**src/rtl/pipe_hazard_if.sv**
```systemverilog
// rtl/pipe_hazard_if.sv - datapath <-> hazard controller signal bundle
// master: datapath side (drives hazard inputs); slave: pipe_hazard_ctrl.
interface pipe_hazard_if #(
    parameter int REG_W = 5,
    parameter int CNT_W = 16
);
    logic             start;
    logic             imem_rdy;
    logic [REG_W-1:0] id_rs;
    logic [REG_W-1:0] id_rt;
    logic             id_uses_rt;
    logic             id_halt;
    logic [REG_W-1:0] ex_rd;
    logic             ex_regwrite;
    logic             ex_memread;
    logic [REG_W-1:0] mem_rd;
    logic             mem_regwrite;
    logic             mem_br_taken;

    logic             pc_we;
    logic             pc_sel_br;
    logic             ifid_we;
    logic             ifid_flush;
    logic             idex_flush;
    logic             exmem_flush;
    logic [3:0]       stage_vld;
    logic             halted;
    logic [CNT_W-1:0] stall_cnt;

    modport master (
        output start, imem_rdy, id_rs, id_rt, id_uses_rt, id_halt,
               ex_rd, ex_regwrite, ex_memread, mem_rd, mem_regwrite, mem_br_taken,
        input  pc_we, pc_sel_br, ifid_we, ifid_flush, idex_flush, exmem_flush,
               stage_vld, halted, stall_cnt
    );

    modport slave (
        input  start, imem_rdy, id_rs, id_rt, id_uses_rt, id_halt,
               ex_rd, ex_regwrite, ex_memread, mem_rd, mem_regwrite, mem_br_taken,
        output pc_we, pc_sel_br, ifid_we, ifid_flush, idex_flush, exmem_flush,
               stage_vld, halted, stall_cnt
    );
endinterface

```
**src/rtl/pipe_hazard_ctrl.sv**
```systemverilog
// rtl/pipe_hazard_ctrl.sv - 5-stage pipeline sequencing and hazard controller
// Optional macro FORWARD_EN: datapath forwards from EX/MEM, so only load-use stalls.
module pipe_hazard_ctrl #(
    parameter int REG_W = 5,
    parameter int CNT_W = 16
) (
    input logic          clk,
    input logic          rst_n,
    pipe_hazard_if.slave bus
);
    typedef enum logic [1:0] {
        S_IDLE   = 2'd0,
        S_RUN    = 2'd1,
        S_DRAIN  = 2'd2,
        S_HALTED = 2'd3
    } state_t;

    state_t           r_state;
    logic [3:0]       r_vld;
    logic             r_halted;
    logic [CNT_W-1:0] r_stall_cnt;

    logic w_ex_hit_rs;
    logic w_ex_hit_rt;
    logic w_mem_hit_rs;
    logic w_mem_hit_rt;
    logic w_match_rs;
    logic w_match_rt;
    logic w_run;
    logic w_drain;
    logic w_hz;
    logic w_br;
    logic w_stall;
    logic w_halt;
    logic w_adv;

    logic       w_pc_we;
    logic       w_pc_sel_br;
    logic       w_ifid_we;
    logic       w_ifid_flush;
    logic       w_idex_flush;
    logic       w_exmem_flush;
    logic [3:0] w_vld_nxt;

`ifdef FORWARD_EN
    // Only a load in EX cannot be forwarded in time; MEM results always forward.
    assign w_ex_hit_rs  = bus.ex_regwrite && bus.ex_memread && (bus.id_rs == bus.ex_rd);
    assign w_ex_hit_rt  = bus.ex_regwrite && bus.ex_memread && (bus.id_rt == bus.ex_rd);
    assign w_mem_hit_rs = 1'b0;
    assign w_mem_hit_rt = 1'b0;

    logic w_unused_mem;
    assign w_unused_mem = ^{bus.mem_rd, bus.mem_regwrite};
`else
    assign w_ex_hit_rs  = bus.ex_regwrite  && (bus.id_rs == bus.ex_rd);
    assign w_ex_hit_rt  = bus.ex_regwrite  && (bus.id_rt == bus.ex_rd);
    assign w_mem_hit_rs = bus.mem_regwrite && (bus.id_rs == bus.mem_rd);
    assign w_mem_hit_rt = bus.mem_regwrite && (bus.id_rt == bus.mem_rd);
`endif

    // Register 0 is hardwired to zero, so it never carries a dependency.
    assign w_match_rs = (bus.id_rs != '0) && (w_ex_hit_rs || w_mem_hit_rs);
    assign w_match_rt = bus.id_uses_rt && (bus.id_rt != '0) && (w_ex_hit_rt || w_mem_hit_rt);

    assign w_run   = (r_state == S_RUN);
    assign w_drain = (r_state == S_DRAIN);
    assign w_hz    = r_vld[0] && (w_match_rs || w_match_rt);
    assign w_br    = (w_run || w_drain) && bus.mem_br_taken && r_vld[2];
    assign w_stall = w_run && !w_br && w_hz;
    assign w_halt  = w_run && !w_br && !w_hz && bus.id_halt && r_vld[0];
    assign w_adv   = w_run && !w_br && !w_hz && !w_halt;

    always_comb begin
        w_pc_we       = 1'b0;
        w_pc_sel_br   = 1'b0;
        w_ifid_we     = 1'b0;
        w_ifid_flush  = 1'b0;
        w_idex_flush  = 1'b0;
        w_exmem_flush = 1'b0;
        if (w_br) begin
            w_pc_we       = 1'b1;
            w_pc_sel_br   = 1'b1;
            w_ifid_flush  = 1'b1;
            w_idex_flush  = 1'b1;
            w_exmem_flush = 1'b1;
        end else if (w_stall) begin
            w_idex_flush = 1'b1;
        end else if (w_halt) begin
            w_ifid_flush = 1'b1;
        end else if (w_adv) begin
            w_pc_we   = bus.imem_rdy;
            w_ifid_we = bus.imem_rdy;
        end
    end

    // Valid-bit advance; the branch instruction itself still retires into MEM/WB.
    always_comb begin
        w_vld_nxt = r_vld;
        if (w_br) begin
            w_vld_nxt = {r_vld[2], 3'b000};
        end else if (w_stall) begin
            w_vld_nxt = {r_vld[2], r_vld[1], 1'b0, r_vld[0]};
        end else if (w_halt) begin
            w_vld_nxt = {r_vld[2], r_vld[1], 2'b10};
        end else if (w_adv) begin
            w_vld_nxt = {r_vld[2:0], bus.imem_rdy};
        end else if (w_drain) begin
            w_vld_nxt = {r_vld[2], r_vld[1], 2'b00};
        end
    end

    always_ff @(posedge clk or negedge rst_n) begin
        if (!rst_n) begin
            r_state     <= S_IDLE;
            r_vld       <= 4'b0000;
            r_halted    <= 1'b0;
            r_stall_cnt <= '0;
        end else begin
            r_vld <= w_vld_nxt;
            case (r_state)
                S_IDLE, S_HALTED: begin
                    if (bus.start) begin
                        r_state     <= S_RUN;
                        r_halted    <= 1'b0;
                        r_stall_cnt <= '0;
                    end
                end
                S_RUN: begin
                    if (w_halt) begin
                        r_state <= S_DRAIN;
                    end
                    if (w_stall && (r_stall_cnt != '1)) begin
                        r_stall_cnt <= r_stall_cnt + 1'b1;
                    end
                end
                S_DRAIN: begin
                    // An older taken branch squashes the halt and resumes fetch.
                    if (w_br) begin
                        r_state <= S_RUN;
                    end else if (w_vld_nxt[3:1] == 3'b000) begin
                        r_state  <= S_HALTED;
                        r_halted <= 1'b1;
                    end
                end
                default: r_state <= S_IDLE;
            endcase
        end
    end

    assign bus.pc_we       = w_pc_we;
    assign bus.pc_sel_br   = w_pc_sel_br;
    assign bus.ifid_we     = w_ifid_we;
    assign bus.ifid_flush  = w_ifid_flush;
    assign bus.idex_flush  = w_idex_flush;
    assign bus.exmem_flush = w_exmem_flush;
    assign bus.stage_vld   = r_vld;
    assign bus.halted      = r_halted;
    assign bus.stall_cnt   = r_stall_cnt;
endmodule
```
**src/flat_wrapper.sv**
```systemverilog
// flat-port wrapper written by rule: the top's interface ports become plain ports
module pipe_hazard_ctrl_flat 
#(
    parameter int REG_W = 5,
    parameter int CNT_W = 16
)
  (clk, rst_n, bus_start, bus_imem_rdy, bus_id_rs, bus_id_rt, bus_id_uses_rt, bus_id_halt, bus_ex_rd, bus_ex_regwrite, bus_ex_memread, bus_mem_rd, bus_mem_regwrite, bus_mem_br_taken, bus_pc_we, bus_pc_sel_br, bus_ifid_we, bus_ifid_flush, bus_idex_flush, bus_exmem_flush, bus_stage_vld, bus_halted, bus_stall_cnt);
  pipe_hazard_if #(.REG_W(REG_W), .CNT_W(CNT_W)) bus_i ();
  input logic clk;
  input logic rst_n;
  input wire logic [$bits(bus_i.start)-1:0] bus_start;
  input wire logic [$bits(bus_i.imem_rdy)-1:0] bus_imem_rdy;
  input wire logic [$bits(bus_i.id_rs)-1:0] bus_id_rs;
  input wire logic [$bits(bus_i.id_rt)-1:0] bus_id_rt;
  input wire logic [$bits(bus_i.id_uses_rt)-1:0] bus_id_uses_rt;
  input wire logic [$bits(bus_i.id_halt)-1:0] bus_id_halt;
  input wire logic [$bits(bus_i.ex_rd)-1:0] bus_ex_rd;
  input wire logic [$bits(bus_i.ex_regwrite)-1:0] bus_ex_regwrite;
  input wire logic [$bits(bus_i.ex_memread)-1:0] bus_ex_memread;
  input wire logic [$bits(bus_i.mem_rd)-1:0] bus_mem_rd;
  input wire logic [$bits(bus_i.mem_regwrite)-1:0] bus_mem_regwrite;
  input wire logic [$bits(bus_i.mem_br_taken)-1:0] bus_mem_br_taken;
  output wire logic [$bits(bus_i.pc_we)-1:0] bus_pc_we;
  output wire logic [$bits(bus_i.pc_sel_br)-1:0] bus_pc_sel_br;
  output wire logic [$bits(bus_i.ifid_we)-1:0] bus_ifid_we;
  output wire logic [$bits(bus_i.ifid_flush)-1:0] bus_ifid_flush;
  output wire logic [$bits(bus_i.idex_flush)-1:0] bus_idex_flush;
  output wire logic [$bits(bus_i.exmem_flush)-1:0] bus_exmem_flush;
  output wire logic [$bits(bus_i.stage_vld)-1:0] bus_stage_vld;
  output wire logic [$bits(bus_i.halted)-1:0] bus_halted;
  output wire logic [$bits(bus_i.stall_cnt)-1:0] bus_stall_cnt;
  assign bus_i.start = bus_start;
  assign bus_i.imem_rdy = bus_imem_rdy;
  assign bus_i.id_rs = bus_id_rs;
  assign bus_i.id_rt = bus_id_rt;
  assign bus_i.id_uses_rt = bus_id_uses_rt;
  assign bus_i.id_halt = bus_id_halt;
  assign bus_i.ex_rd = bus_ex_rd;
  assign bus_i.ex_regwrite = bus_ex_regwrite;
  assign bus_i.ex_memread = bus_ex_memread;
  assign bus_i.mem_rd = bus_mem_rd;
  assign bus_i.mem_regwrite = bus_mem_regwrite;
  assign bus_i.mem_br_taken = bus_mem_br_taken;
  assign bus_pc_we = bus_i.pc_we;
  assign bus_pc_sel_br = bus_i.pc_sel_br;
  assign bus_ifid_we = bus_i.ifid_we;
  assign bus_ifid_flush = bus_i.ifid_flush;
  assign bus_idex_flush = bus_i.idex_flush;
  assign bus_exmem_flush = bus_i.exmem_flush;
  assign bus_stage_vld = bus_i.stage_vld;
  assign bus_halted = bus_i.halted;
  assign bus_stall_cnt = bus_i.stall_cnt;
  pipe_hazard_ctrl #(.REG_W(REG_W), .CNT_W(CNT_W)) u_core (.clk(clk), .rst_n(rst_n), .bus(bus_i));
endmodule
```
**config.mk**
```make
export PLATFORM = sky130hd
export DESIGN_NAME = pipe_hazard_ctrl_flat
export DESIGN_NICKNAME = d
export VERILOG_FILES = /design/src/rtl/pipe_hazard_if.sv /design/src/rtl/pipe_hazard_ctrl.sv /design/src/flat_wrapper.sv
export SDC_FILE = /design/constraint.sdc
export NUM_CORES = 1
export LEC_CHECK = 0
export ABC_CLOCK_PERIOD_IN_PS = 6100
export BUFFER_PORTS_ARGS = -buffer_cell sky130_fd_sc_hd__buf_2
export CORE_MARGIN = 8
export CORE_UTILIZATION = 54
export DETAILED_ROUTE_END_ITERATION = 8
export GPL_TIMING_DRIVEN = 0
export PLACE_DENSITY = 0.92
export SKIP_CTS_REPAIR_TIMING = 1
export SLEW_MARGIN = 25
export SYNTH_ARGS = -nofsm -noshare
export SYNTH_HDL_FRONTEND = slang
export SYNTH_SLANG_ARGS = --single-unit
```
**constraint.sdc**
```tcl
create_clock -name clk -period 6.1 [get_ports clk]
set_input_delay 0.305 -clock clk [delete_from_list [all_inputs] [get_ports clk]]
set_output_delay 0.305 -clock clk [all_outputs]
set_load 0.01 [all_outputs]
```
Yosys cells after proc, flatten, opt, wreduce, memory -nomap -nowiden:

Index checks and enable logic that the tools add are counted.

* add/sub/neg operators: 1
* equality and inequality tests: 15
* mux-type cells: 28
* reduce and logical (&&, ||, !) cells: 36

Operators with widths (number)
* 16-bit 2-to-1 mux: 2
* 16-bit one-hot mux with 2 select lines: 1
* 5-bit equality test: 4
* 4-bit 2-to-1 mux: 5
* 1-bit logical AND: 17
* 16-bit by 1-bit adder with 16-bit output, second input constant: 1
* 16-bit != test, second input constant: 1
* 1-bit 2-to-1 mux: 14
* 2-bit != test, second input constant: 5
* 5-bit nonzero test: 2
* 2-bit 2-to-1 mux: 4
* 2-bit one-hot mux with 3 select lines: 1
* 3-bit AND reduction: 2
* 2-bit equality test, second input constant: 2
* 1-bit logical OR: 4
* 4-bit AND reduction: 1
* 2-bit nonzero test: 2
* 4-bit nonzero test: 1
* 1-bit logical NOT: 3
* 3-bit logical NOT: 1
* 3-bit != test, second input constant: 1
* 2-bit by 1-bit equality test with 1-bit output, second input constant: 1
* 2-bit logical NOT: 1
* 2-bit by 1-bit != test with 1-bit output, second input constant: 1
* 3 further kinds: 3

* register bits after elaboration: 23
* word-level logic and storage cells: 85

Longest topological paths before layout:

Gate-level depths: netlist (run 1).

* depth in word-level cells: 20
* depth in mapped cells: 12
* depth with buffers taken out: 8

Worst setup path before layout (run 1):

No wires, ideal clock.

* path kind: register -> register
* from: reg u_core.r_state[0]
* to: reg u_core.r_stall_cnt[7], in the netlist u_core.bus.stall_cnt[7]
* arrival time: 2.209 ns
* data required time: 6.022 ns
* setup slack: 3.813 ns
* cell stages (with the launch flop): 12
* path buffers: 3
* period minus slack after synthesis: 2.287 ns
* cell sequence: dfrtp_1 inv_1 ha_1 buf_2 or2_1 buf_2 nand3_1 a21oi_2 a21oi_2 buf_6 or4_1 a21oi_1

* longest elaborated chain between the ends: 10
* elaborated cells on any way between the ends: 17

Ends and longest elaborated chain
* start: declaration: line pipe_hazard_ctrl.sv:18 `state_t r_state;`
* start signal: assignment: line pipe_hazard_ctrl.sv:114 `r_state <= S_IDLE;`
* start signal: assignment: line pipe_hazard_ctrl.sv:123 `r_state <= S_RUN;`
* start signal: assignment: line pipe_hazard_ctrl.sv:130 `r_state <= S_DRAIN;`
* 2-bit by 1-bit equality test with 1-bit output / 2-bit equality test (equally long branches): line pipe_hazard_ctrl.sv:65, pipe_hazard_ctrl.sv:120, pipe_hazard_ctrl.sv:66
* 1-bit logical OR: line pipe_hazard_ctrl.sv:68 `assign w_br = (w_run || w_drain) && bus.mem_br_taken && r_vld[2];`
* 1-bit logical AND (2 in series): line pipe_hazard_ctrl.sv:68
* 1-bit logical NOT: line pipe_hazard_ctrl.sv:69 `assign w_stall = w_run && !w_br && w_hz;`
* 1-bit logical AND (2 in series): line pipe_hazard_ctrl.sv:69
* 1-bit logical AND: line pipe_hazard_ctrl.sv:132 `if (w_stall && (r_stall_cnt != '1)) begin`
* 2-bit != test (no line)
* 3-bit AND reduction (no line)
* end signal: assignment: line pipe_hazard_ctrl.sv:133 `r_stall_cnt <= r_stall_cnt + 1'b1;`
* end: declaration: line pipe_hazard_ctrl.sv:21 `logic [CNT_W-1:0] r_stall_cnt;`

Several ways; a longest one is shown, not always the timed one.
A chain may end at the register's enable or synchronous reset.

Worst setup path after layout (run 1):

* from: reg u_core.r_state[0]
* to: reg u_core.r_stall_cnt[6], in the netlist u_core.bus.stall_cnt[6]

The elaborated chain is that of the path after synthesis.

==> impl_metrics.csv, run 1 <==
group,metric,value,unit
outcome,outcome,"finished, final reports clean",
finish,final_core_util,68.1,%
cts,clkTransAtPathRegs,130,ps
pwr,max-vdd-ir-drop,0.322,mV
critical_path,max_stage_delay,390,ps
finish,syn_to_final_growth,21.3,%
global_routing,grt_max_degree,24,
synthesis,synth_warnings,0,
finish,n_antenna_cell,0,
synthesis,synth_area,0.00170,mm2
pwr,powerDensity,287,mW/mm2
synthesis,ys_seq_elements,23,
routing,vias_per_cell,5.59,
timing,setup_viol,0,
critical_path,crit_family,"buffers and inverters",
finish,drive_gt1_share,26.5,%
timing,max_slew_margin,67.3,%
routing,wl_per_cell,14.2,um
routing,wirelength,4.32,mm
floorplanning,die_area,0.00520,mm2
cts,numCtsBuffers,3,
placement,dp_hpwl,3.45,mm
synthesis,synth_cells,201,
critical_path,worstSetupEndpointType,"register",
finish,final_nets,295,
synthesis,syn_avg_cell_area,8.46,um2
finish,final_cell_mix,"buf_2 (58), nand2_1 (23), dfrtp_1 (23)",
global_routing,grt_use_total,16.9,%
critical_path,cp.buffers_inverters,5,
cts,cts.sinks,23,
critical_path,crit_arrival,2780,ps
cts,cts-root-buf,"clkbuf_4",
placement,gp_congestion,0.815,
synthesis,ys_top_cells_by_area,"dfrtp_1 (34%), xor2_1 (8.2%), nand2_1 (5.1%), or4_1 (4.4%), nand3_1 (3.8%)",
global_routing,antenna_found_initial,0,
timing,rsz0062_at_grt,"false",
synthesis,synth_flop_cell,"dfrtp_1",
cts,tritoncts,"yes",
floorplanning,die_w,72.1,um
global_routing,grt_pass1_vias,1721,
critical_path,r2r_slack,3520,ps
synthesis,synth_edf_count,0,
routing,ant_nets,0,
timing,period_share,42.4,%
timing,tns,0,ps
cts,htreeDepth,1,
floorplanning,initial_core_util,56.2,%
hold_path,hp-start,"bus_imem_rdy",
floorplanning,rows,20,
timing,worst_clock_skew,3.99,ps
timing,tightest_slew,490,ps
synthesis,synth_cell_types,42,
pwr,p_leak,1.01,nW
synthesis,seq_area_frac_synth,33.8,%
critical_path,r2r_start,"u_core.r_state[0]",
critical_path,worstSetupPathType,"reg -> reg",
synthesis,yosysTopAreaCell,"dfrtp_1",
hold_path,hold_end,"u_core.bus.stage_vld[0]",
cts,clk-insertion-delay-late,310,ps
global_routing,grt_pass1_wl,7.31,mm
critical_path,r2r.worst_path.cells,12,
critical_path,cp.required,6290,ps
global_routing,overflow,0,
synthesis,synth_top_area_share,33.8,%
cts,clockBufferDepth,2,
placement,place.port_buffers,54,
finish,final_common_cell,"buf_2",
run,cap_violations,0,
hold_path,hold_depth,3,
synthesis,syn_nets,235,
timing,hold_viol_final,0,
timing,slew_viol_final,0,
critical_path,worstPathMaxFanout,10,
hold_path,hp-class,"in -> reg",
timing,fin_crit,2580,ps
timing,max_freq,0.387,GHz
routing,drt_iter0_drc,72,
floorplanning,core,0.00303,mm2
finish,fillers,262,
critical_path,cp-start-kind,"register",
critical_path,path_common_cell,"buf_2",
routing,first_pass_iters,4,
critical_path,cpMaxStageDelayCell,"dfrtp_1",
floorplanning,ioPinCount,57,
synthesis,ys_async_sr_fraction,100,%
critical_path,r2r-end,"u_core.bus.stall_cnt[6]",
floorplanning,die_h,72.1,um
critical_path,path_cells,"inv_1, ha_1, buf_2, or2_1, buf_2, nand3_1, a21oi_2, a21oi_2, buf_6, buf_2, o31ai_1, a21oi_1",
routing,remaining_drc_errors,0,
routing,vias,1698,
## per-layer routing
layer | vias to the layer above | share of wire (%) | global-route usage [%] | wire (um)
met2 | 53 | 50 | 30.3 | 2170
met5 | - | 0 | 0 | 0
met1 | 783 | 41 | 18.6 | 1790
met4 | 0 | 0.93 | 6.35 | 40
li1 | 856 | - | - | -
met3 | 6 | 7.3 | 3.99 | 315
## cell families (layout without fill, tap and decap cells)
| kind of cell | Yosys count | after routing | share of synthesized area (%) |
|---|---|---|---|
| DFF | 23 | 23 | 33.8 |
| AOI/OAI and AO/OA | 47 | 47 | 18.8 |
| xor gates and xnor gates | 20 | 20 | 10.3 |
| muxes | 6 | 6 | 3.61 |
| buffers and inverters | 17 | 76 | 4.71 |
| and+or+nand+nor | 84 | 84 | 25.8 |
| adders and majority gates | 4 | 4 | 2.94 |
## power by group
group / switching, mW / internal (mW) / total, mW
clock network: 0.0457 / 0.0245 / 0.0702
registers: 0.0194 / 0.174 / 0.193
logic: 0.201 / 0.128 / 0.329
## tightest hold or removal path, stage by stage
cell and delay [ps]:
buf_2 70, and4_1 210, a21o_1 90
## layout make-up
type | count | area, um2 | area share (%)
Multi-Input combinational cell | 161 | 1040 | 50.6
Sequential cell | 23 | 576 | 27.9
Tap cell | 44 | 55.1 | 2.67
Inverter | 7 | 26.3 | 1.27
Clock inverter | 1 | 5.00 | 0.243
Timing Repair Buffer | 55 | 280 | 13.6
Clock buffer | 3 | 22.5 | 1.09
Buffer | 10 | 53.8 | 2.61
## cells in the mapped netlist (all sizes together) (4+ instances only)
library cell / number
a21oi: 10
xor2: 16
ha: 4
nand3: 13
inv: 7
mux2i: 5
dfrtp: 23
and2: 4
o211ai: 8
buf: 8
o21ai: 10
nand2: 23
nor4: 4
or4: 10
xnor2: 4
nor2: 11
## worst max-delay path by stage
stage / from / end / slack, ps / cells after the start
2_1_floorplan: u_core.r_state[0] / u_core.bus.stall_cnt[7] / 3810 / 11
3_3_place_gp: u_core.r_state[0] / u_core.bus.stall_cnt[7] / 3610 / 11
3_5_place_dp: u_core.r_state[0] / u_core.bus.stall_cnt[7] / 3590 / 11
4_1_cts: u_core.r_state[0] / bus_pc_we / 3530 / 8
5_1_grt: u_core.r_state[0] / u_core.bus.stall_cnt[7] / 3380 / 11
6_report: u_core.r_state[0] / u_core.bus.stall_cnt[6] / 3520 / 12
## flip-flops by register name, indices dropped and copies added, names as in the netlist
| signal | flops |
|---|---|
| u_core.bus.stall_cnt | 16 |
| u_core.bus.halted | 1 |
| u_core.r_state | 2 |
| u_core.bus.stage_vld | 4 |
## metrics by stage
step                      total power [mW]  worst slack (ps)  instances  area [um2]  hold slack, ps
after floorplan                      0.423              3810        201        1700            9.41
after CTS                            0.595              3530        303        2050           -38.9
after global placement               0.513              3610        299        2030             310
after global routing                 0.640              3380        304        2060             396
after detailed placement             0.523              3590        299        2030             307
final                                0.593              3520        304        2060             397
Power figures use the tool's default switching activity.
==> inputs of run 2 (changes only) <==
Settings changed: ABC_CLOCK_PERIOD_IN_PS 6100 to 2600, CORE_UTILIZATION 54 to 50, PLACE_DENSITY 0.92 to 0.86.
Clock period 6.1 ns to 2.6 ns, I/O delays scaled along.
==> impl_metrics.csv, run 2 (synthesis results as in run 1) <==
group,metric,value,unit
critical_path,worstSetupEndpointType,"register",
global_routing,grt_pass1_wl,7.40,mm
cts,clkTransAtPathRegs,130,ps
hold_path,hp-start,"bus_imem_rdy",
placement,pre_cts_slack,64.7,ps
timing,setup_viol,0,
pwr,seq_power_share,31.1,%
floorplanning,die_area,0.00552,mm2
floorplanning,die_h,74.3,um
critical_path,cp-start-kind,"register",
routing,drt_iter0_drc,101,
cts,clockBufferDepth,2,
placement,dp_hpwl,3.48,mm
finish,syn_to_final_growth,24.1,%
cts,cts-root-buf,"clkbuf_4",
cts,clk-insertion-delay-late,320,ps
pwr,p_int,801,uW
finish,multi_input_area,0.00106,mm2
pwr,power,1.45,mW
finish,n_antenna_cell,0,
critical_path,cp.required,2810,ps
routing,ant_nets,0,
global_routing,antenna_found_initial,0,
finish,drive_gt1_share,28.1,%
finish,final_common_cell,"buf_2",
cts,tritoncts,"yes",
finish,largest_reg_flops,16,
timing,tightest_slew,514,ps
global_routing,grt_pass1_vias,1635,
pwr,max-vdd-ir-drop,0.478,mV
pwr,switching_power,653,uW
critical_path,crit_arrival,2680,ps
hold_path,hp-class,"in -> reg",
critical_path,worstPathMaxFanout,10,
floorplanning,ioPinCount,57,
timing,slew_viol_final,0,
routing,first_pass_iters,4,
timing,fin_crit,2470,ps
finish,final_core_util,63.7,%
critical_path,worstSetupPathType,"reg -> reg",
timing,period_share,94.9,%
routing,vias_per_cell,5.60,
critical_path,r2r_start,"u_core.r_state[0]",
finish,seq_area,576,um2
finish,final_nets,298,
routing,vias,1729,
floorplanning,rows,21,
floorplanning,core,0.00331,mm2
pwr,powerDensity,689,mW/mm2
cts,htreeDepth,1,
placement,place.port_buffers,54,
timing,tns,0,ps
timing,hold_viol_final,0,
critical_path,startpoint,"u_core.r_state[0]",
finish,final_cell_mix,"buf_2 (56), nand2_1 (23), dfrtp_1 (23)",
timing,max_slew_margin,65.7,%
global_routing,grt_max_degree,24,
placement,place_inst,301,
pwr,p_comb_share,56.9,%
timing,worst_clock_skew,5.28,ps
global_routing,grt_use_total,16.9,%
finish,final_cells,309,
floorplanning,initial_core_util,51.4,%
finish,fillers,304,
routing,wl_per_cell,14.9,um
pwr,p_leak,1.03,nW
timing,max_freq,0.405,GHz
pwr,sw_frac_of_total,44.9,%
global_routing,overflow,0,
cts,numCtsBuffers,3,
outcome,outcome,"finished, final reports clean",
run,cap_violations,0,
routing,wirelength,4.60,mm
pwr,clkPwrFrac,11.9,%
floorplanning,die_w,74.3,um
placement,gp_congestion,0.864,
timing,fin_ws,131,ps
cts,cts.sinks,23,
routing,remaining_drc_errors,0,
run 2: cell types whose count changed in the layout (fill, tap and decap cells not counted), sizes merged:
| cell | delta |
|---|---|
| buf | +1 |
| clkbuf | +2 |
run 2: final timing paths:
path | slack (ps) | to | cells after the start
max | 130 | u_core.bus.stall_cnt[7] | 12
min | 210 | u_core.bus.stage_vld[0] | 3
max reg2reg | 130 | u_core.bus.stall_cnt[7] | 12
min reg2reg | 530 | u_core.bus.stage_vld[3] | 2
max in group asynchronous | 1960 | u_core.bus.stall_cnt[14] | 2
min in group asynchronous | 290 | u_core.bus.stall_cnt[0] | 2
run 2: cell type report:
| cell class | count | area share [%] |
|---|---|---|
| sequential | 23 | 27.3 |
| timing repair buffer | 58 | 14.4 |
| multi-input combinational | 161 | 50.3 |
| clock buffer | 3 | 1.07 |
| tap | 46 | 2.73 |
| clock inverter | 1 | 0.237 |
| buffer | 10 | 2.79 |
| inverter | 7 | 1.25 |
run 2: stage by stage:
step                      hold WS, ps  cell area (um2)
after global routing              217             2110
after CTS                        -236             2060
after floorplan                  -166             1700
after global placement            135             2030
final                             212             2110
after detailed placement          132             2030
run 2: power by group through the flow:
stage | logic (mW) | registers, mW | clock network (mW)
finish | 0.828 | 0.453 | 0.173
CTS | 0.770 | 0.451 | 0.175
floorplan | 0.523 | 0.468 | 0
global route | 0.915 | 0.460 | 0.191
global placement | 0.749 | 0.456 | 0
detailed placement | 0.766 | 0.458 | 0
run 2: worst max-delay path, cell delays in order, from the launching register on:
cell,delay [ps]
dfrtp_1,390
inv_1,70
ha_1,270
clkbuf_4,180
or2_1,110
clkbuf_4,170
nand3_2,130
a21oi_4,190
a21oi_2,100
buf_6,150
buf_2,180
o31ai_1,330
a21oi_2,90
run 2: per-layer routing:
layer	track usage, %	up-vias	wire, um
met2	28.7	42	2260
li1	-	859	-
met5	0	-	0
met3	2.43	7	223
met1	20.8	821	2020
met4	6.74	0	90
